$ cat config.mk
export PLATFORM = sky130hd
export DESIGN_NAME = instruction_fetch
export DESIGN_NICKNAME = d
export VERILOG_FILES = /design/src/rtl/instruction_fetch_pkg.sv /design/src/rtl/instruction_fetch.sv
export SDC_FILE = /design/constraint.sdc
export NUM_CORES = 1
export LEC_CHECK = 0
export ABC_AREA = 1
export BUFFER_PORTS_ARGS = -buffer_cell sky130_fd_sc_hd__clkbuf_2
export CORE_MARGIN = 5
export CORE_UTILIZATION = 50
export DETAILED_ROUTE_END_ITERATION = 12
export GPL_TIMING_DRIVEN = 1
export HOLD_SLACK_MARGIN = 0.1
export PLACE_DENSITY = 0.92
export SETUP_SLACK_MARGIN = 0.3
export SLEW_MARGIN = 20
export SYNTH_ARGS = -nofsm -noshare
export SYNTH_HDL_FRONTEND = slang
export SYNTH_SLANG_ARGS = --single-unit
export TNS_END_PERCENT = 100
$ cat constraint.sdc
create_clock -name Clock -period 1.9 [get_ports Clock]
set_input_delay 0.19 -clock Clock [delete_from_list [all_inputs] [get_ports Clock]]
set_output_delay 0.19 -clock Clock [all_outputs]
set_load 0.005 [all_outputs]
$ cat src/rtl/instruction_fetch_pkg.sv
// Shared definitions for the fetch stage and its neighbours: opcodes, register
// specifiers, instruction field positions and fetch FSM states.
package instruction_fetch_pkg;

  localparam int unsigned InstWidth = 28;

  // 4-bit opcode space in bits [27:24]
  localparam logic [3:0] OP_NOP = 4'h0;
  localparam logic [3:0] OP_STO = 4'h1;
  localparam logic [3:0] OP_ADD = 4'h2;
  localparam logic [3:0] OP_BLE = 4'h3;
  localparam logic [3:0] OP_JMP = 4'h4;
  localparam logic [3:0] OP_LED = 4'h5;

  // 8-bit register specifiers used in the dest/src fields
  localparam logic [7:0] REG_R0  = 8'h00;
  localparam logic [7:0] REG_R1  = 8'h01;
  localparam logic [7:0] REG_R2  = 8'h02;
  localparam logic [7:0] REG_R3  = 8'h03;
  localparam logic [7:0] REG_LED = 8'hff;

  localparam int unsigned OPCODE_MSB = 27;
  localparam int unsigned OPCODE_LSB = 24;
  localparam int unsigned DEST_MSB   = 23;
  localparam int unsigned DEST_LSB   = 16;
  localparam int unsigned SRC1_MSB   = 15;
  localparam int unsigned SRC1_LSB   = 8;
  localparam int unsigned SRC0_MSB   = 7;
  localparam int unsigned SRC0_LSB   = 0;

  typedef enum logic [0:0] {
    StHalt,
    StRun
  } fetch_state_e;

  function automatic logic [3:0] opcode_of(input logic [InstWidth-1:0] inst);
    return inst[OPCODE_MSB:OPCODE_LSB];
  endfunction

endpackage

$ cat src/rtl/instruction_fetch.sv
// Fetch stage: owns the PC, addresses the combinational instruction ROM and
// registers the returned word for decode, handling stalls and branch redirects.
module instruction_fetch
  import instruction_fetch_pkg::*;
#(
  parameter int unsigned          ADDR_W   = 16,
  parameter int unsigned          INST_W   = 28,
  parameter int unsigned          TARGET_W = 8,
  parameter logic [ADDR_W-1:0]    RESET_PC = '0
) (
  input  logic                Clock,
  input  logic                Reset,
  input  logic                iRun,
  input  logic                iStall,
  input  logic                iBranchTaken,
  input  logic [TARGET_W-1:0] iBranchTarget,
  output logic [ADDR_W-1:0]   oAddress,
  input  logic [INST_W-1:0]   iInstruction,
  output logic [INST_W-1:0]   oInstruction,
  output logic [ADDR_W-1:0]   oInstPC,
  output logic                oInstValid,
  output logic                oHalted
);

  fetch_state_e        state_q;
  logic [ADDR_W-1:0]   pc_q;
  logic [ADDR_W-1:0]   target_ext;

  assign target_ext = ADDR_W'(iBranchTarget);
  assign oAddress   = pc_q;
  assign oHalted    = (state_q == StHalt);

  always_ff @(posedge Clock or posedge Reset) begin
    if (Reset) begin
      state_q      <= StHalt;
      pc_q         <= RESET_PC;
      oInstruction <= '0;
      oInstPC      <= '0;
      oInstValid   <= 1'b0;
    end else begin
      unique case (state_q)
        StHalt: begin
          // Leaving HALT costs one edge; the first fetch happens on the next one.
          oInstValid <= 1'b0;
          if (iRun) begin
            state_q <= StRun;
          end
        end
        StRun: begin
          if (iBranchTaken) begin
            // Redirect overrides stall; the in-flight wrong-path word is dropped.
            pc_q       <= target_ext;
            oInstValid <= 1'b0;
            if (!iRun) begin
              state_q <= StHalt;
            end
          end else if (!iRun) begin
            state_q    <= StHalt;
            oInstValid <= 1'b0;
          end else if (!iStall) begin
            oInstruction <= iInstruction;
            oInstPC      <= pc_q;
            oInstValid   <= 1'b1;
            pc_q         <= pc_q + ADDR_W'(1);
          end
        end
        default: state_q <= StHalt;
      endcase
    end
  end

endmodule

==> run summary <==
Synth area leaders: dfrtp_1, mux2_4, nand2_1
crit path DAT: 1710 ps
routed wire length per instance: 16.3 microns
remaining global-route overflow: 0
syn_area_per_cell: 10.5 sq um
area leader, netlist: dfrtp_1
Sink Count: 62
CP Capture Type: register
simple-gate portion of the synthesized area: 17.2%
grt met2 use: 36.3%
global-route wire length before repair: 12.7 mm
Synth top area share: 53.5%
Vert. Die Dim: 86.2 microns
slew of the pin with the lowest slew margin: 626 ps
most used cell, CP: nand2_1
setup TNS: 0 ps
type of the worst min-delay path: input port to register
antenna fix cells: 0
DP HPWL: 5.28 mm
crit path launch type: register
kind of critical path: register to register
Avg Vias per Cell: 5.14
Root Driver: clkbuf_8
outcome: finished clean
Slew Limit Headroom: 58.2%
slowest stage delay, CP: 430 ps
hold slack: 110 ps
Area Growth Syn to Fin: 35.2%
H-tree Lvls: 3
antenna violations before repair: 0
FILL cells: 385
core area: 5570 sq um
static leakage: 2.08 nW
Synth Area in Compound Gates: 6.51%
Top FF cell, synth: dfrtp_1
GPL Wtd Cong: 0.890
Tcrit/Tclk final: 76.8%
GR peak layer: met2
Worst VDD drop: 0.415 mV
initial core utilization: 52.1%
Die W: 86.2 microns
Detailed Route WL: 7.92 mm
Mapped Area: 2900 sq um
total of max-cap violations: 0
Clock Skew: 6.08 ps
largest net degree at the start of global routing: 37
XOR/XNOR share of the synthesized area: 0%
Setup violations, final: 0
IO Pins: 103
RSZ-0062 raised after global routing: no
Tot GR Track Use: 21.9%
yosys warns: 0
CTS max path bufs: 2
Bufs and invs on worst path: 1
Layout Nets: 452
power density cells: 925 nW/um^2
clock transition at the registers of the reported paths: 70 ps
vias in the first global route: 2554
Synth async-reset ratio: 100%
Multi-input gate area: 1170 sq um
number of port buffers: 102
post-synthesis mux area share: 16.0%
register area share after synthesis: 53.5%
DR DRC count: 0
Post-synth EDFFs: 0
#FFs+latches synth: 62
main combinational cell family by area after synthesis: simple AND/OR/NAND/NOR gates
drt pass-1 iters: 5
syn nets: 319
CP max-delay cell: dfrtp_1
worst skew pair latency: 330 ps
WP data required: 2150 ps
Num CTS Buffers: 9
Yosys cell types: 26
adder and majority gate portion of the synthesized area: 0.431%
Final min period: 1460 ps
Crit Path Max Fanout: 5
initial DRC count: 120
Top Family by Delay on Critical Path: simple AND/OR/NAND/NOR gates
cells along the critical path: ha_1, nand2_1, inv_1, nand2_1, nor2_4, nand3_1, a21oi_1
Finished Core Util: 70.4%
Core Rows: 27
register area: 1550 sq um
Max Freq: 686 MHz
Slew Limit Fails: 0
CTS tree: done
M3 GR Usage: 4.47%
share of cells above drive strength 1: 38.6%
GRT met1 Usage: 28.9%
Mapped Cells: 277
Final Hold Viols: 0
total number of vias: 2498
Die Area: 7430 sq um
Final ANT Viol Nets: 0
==> area by class of cell <==
| type | instances | area share [%] |
|---|---|---|
| Inverter | 26 | 2.58 |
| Timing Repair Buffer | 132 | 21.3 |
| Sequential cell | 62 | 39.5 |
| Clock inverter | 3 | 0.510 |
| Multi-Input combinational cell | 179 | 29.8 |
| Clock buffer | 12 | 3.95 |
| Tap cell | 72 | 2.30 |
==> registers in the layout, summed over array words and instances (netlist names) <==
register	flops
state_q	1
oInstPC	16
oInstruction	28
oInstValid	1
oAddress	16
==> synthesized netlist by cell type (2+ instances only) <==
master and count:
nand3_1 13, a21oi_1 4, nand2_1 59, nor2_4 2, nor2_1 23, inv_1 26
o21ai_0 21, buf_6 6, nor3_1 2, mux2_4 31, o21ai_1 4, dfrtp_1 62
nand4_1 7, o211ai_1 3, nor2_2 2, clkbuf_1 2
==> cell families (layout without fill, tap and decap cells) <==
group | count (synthesis) | after routing
flops | 62 | 62
simple gates | 112 | 112
compound gates | 35 | 35
buf+inv | 36 | 173
fa+ha+maj | 1 | 1
mux | 31 | 31
==> per-layer routing <==
| layer | routed length (microns) | part of all wire, % |
|---|---|---|
| met5 | 0 | 0 |
| met4 | 70 | 0.88 |
| met3 | 599 | 7.6 |
| met2 | 3710 | 47 |
| met1 | 3540 | 45 |
==> power breakdown <==
group | switching, mW | internal, mW
sequential | 0.185 | 1.55
combinational | 0.388 | 0.483
clock | 0.487 | 0.535
total | 1.06 | 2.57
==> through the flow <==
stage	std cells	setup slack (ps)	instance area (sq um)	power [mW]
4_1_cts	486	415	3920	3.62
3_3_place_gp	446	290	3490	2.51
5_1_grt	486	322	3920	3.81
3_5_place_dp	446	195	3490	2.55
2_1_floorplan	277	644	2910	2.16
6_report	486	441	3920	3.63
==> final timing paths <==
check	from	to	slack [ps]	cells after the start
max in group asynchronous	Reset	oInstPC[11]$_DFFE_PP0P_	830	4
hold reg to reg	oInstPC[9]$_DFFE_PP0P_	oInstPC[9]$_DFFE_PP0P_	490	2
hold / removal	iInstruction[0]	oInstruction[0]$_DFFE_PP0P_	110	2
setup / recovery	oAddress[1]$_DFFE_PP0P_	oAddress[8]$_DFFE_PP0P_	440	7
setup reg to reg	oAddress[1]$_DFFE_PP0P_	oAddress[8]$_DFFE_PP0P_	440	7
min in group asynchronous	Reset	oInstruction[10]$_DFFE_PP0P_	500	3
==> repair_timing <==
| item | 4_1_cts | 5_1_grt |
|---|---|---|
| endpoints found under the hold margin | 50 | 0 |
| resized for setup | 0 | 1 |
| buffers inserted | 0 | 0 |
| hold buffers | 25 | 0 |
| setup endpoints to repair | 0 | 2 |
==> layout by cell type, fill, tap and decap left out, types with 11 or more instances in the layout <==
| master | instances |
|---|---|
| nor2_1 | 23 |
| clkbuf_2 | 102 |
| nand3_1 | 13 |
| dlygate4sd3_1 | 25 |
| clkbuf_8 | 11 |
| o21ai_0 | 21 |
| dfrtp_1 | 62 |
| inv_1 | 25 |
| mux2_4 | 31 |
| nand2_1 | 59 |
Note: power is estimated with default switching activity, not from simulation.
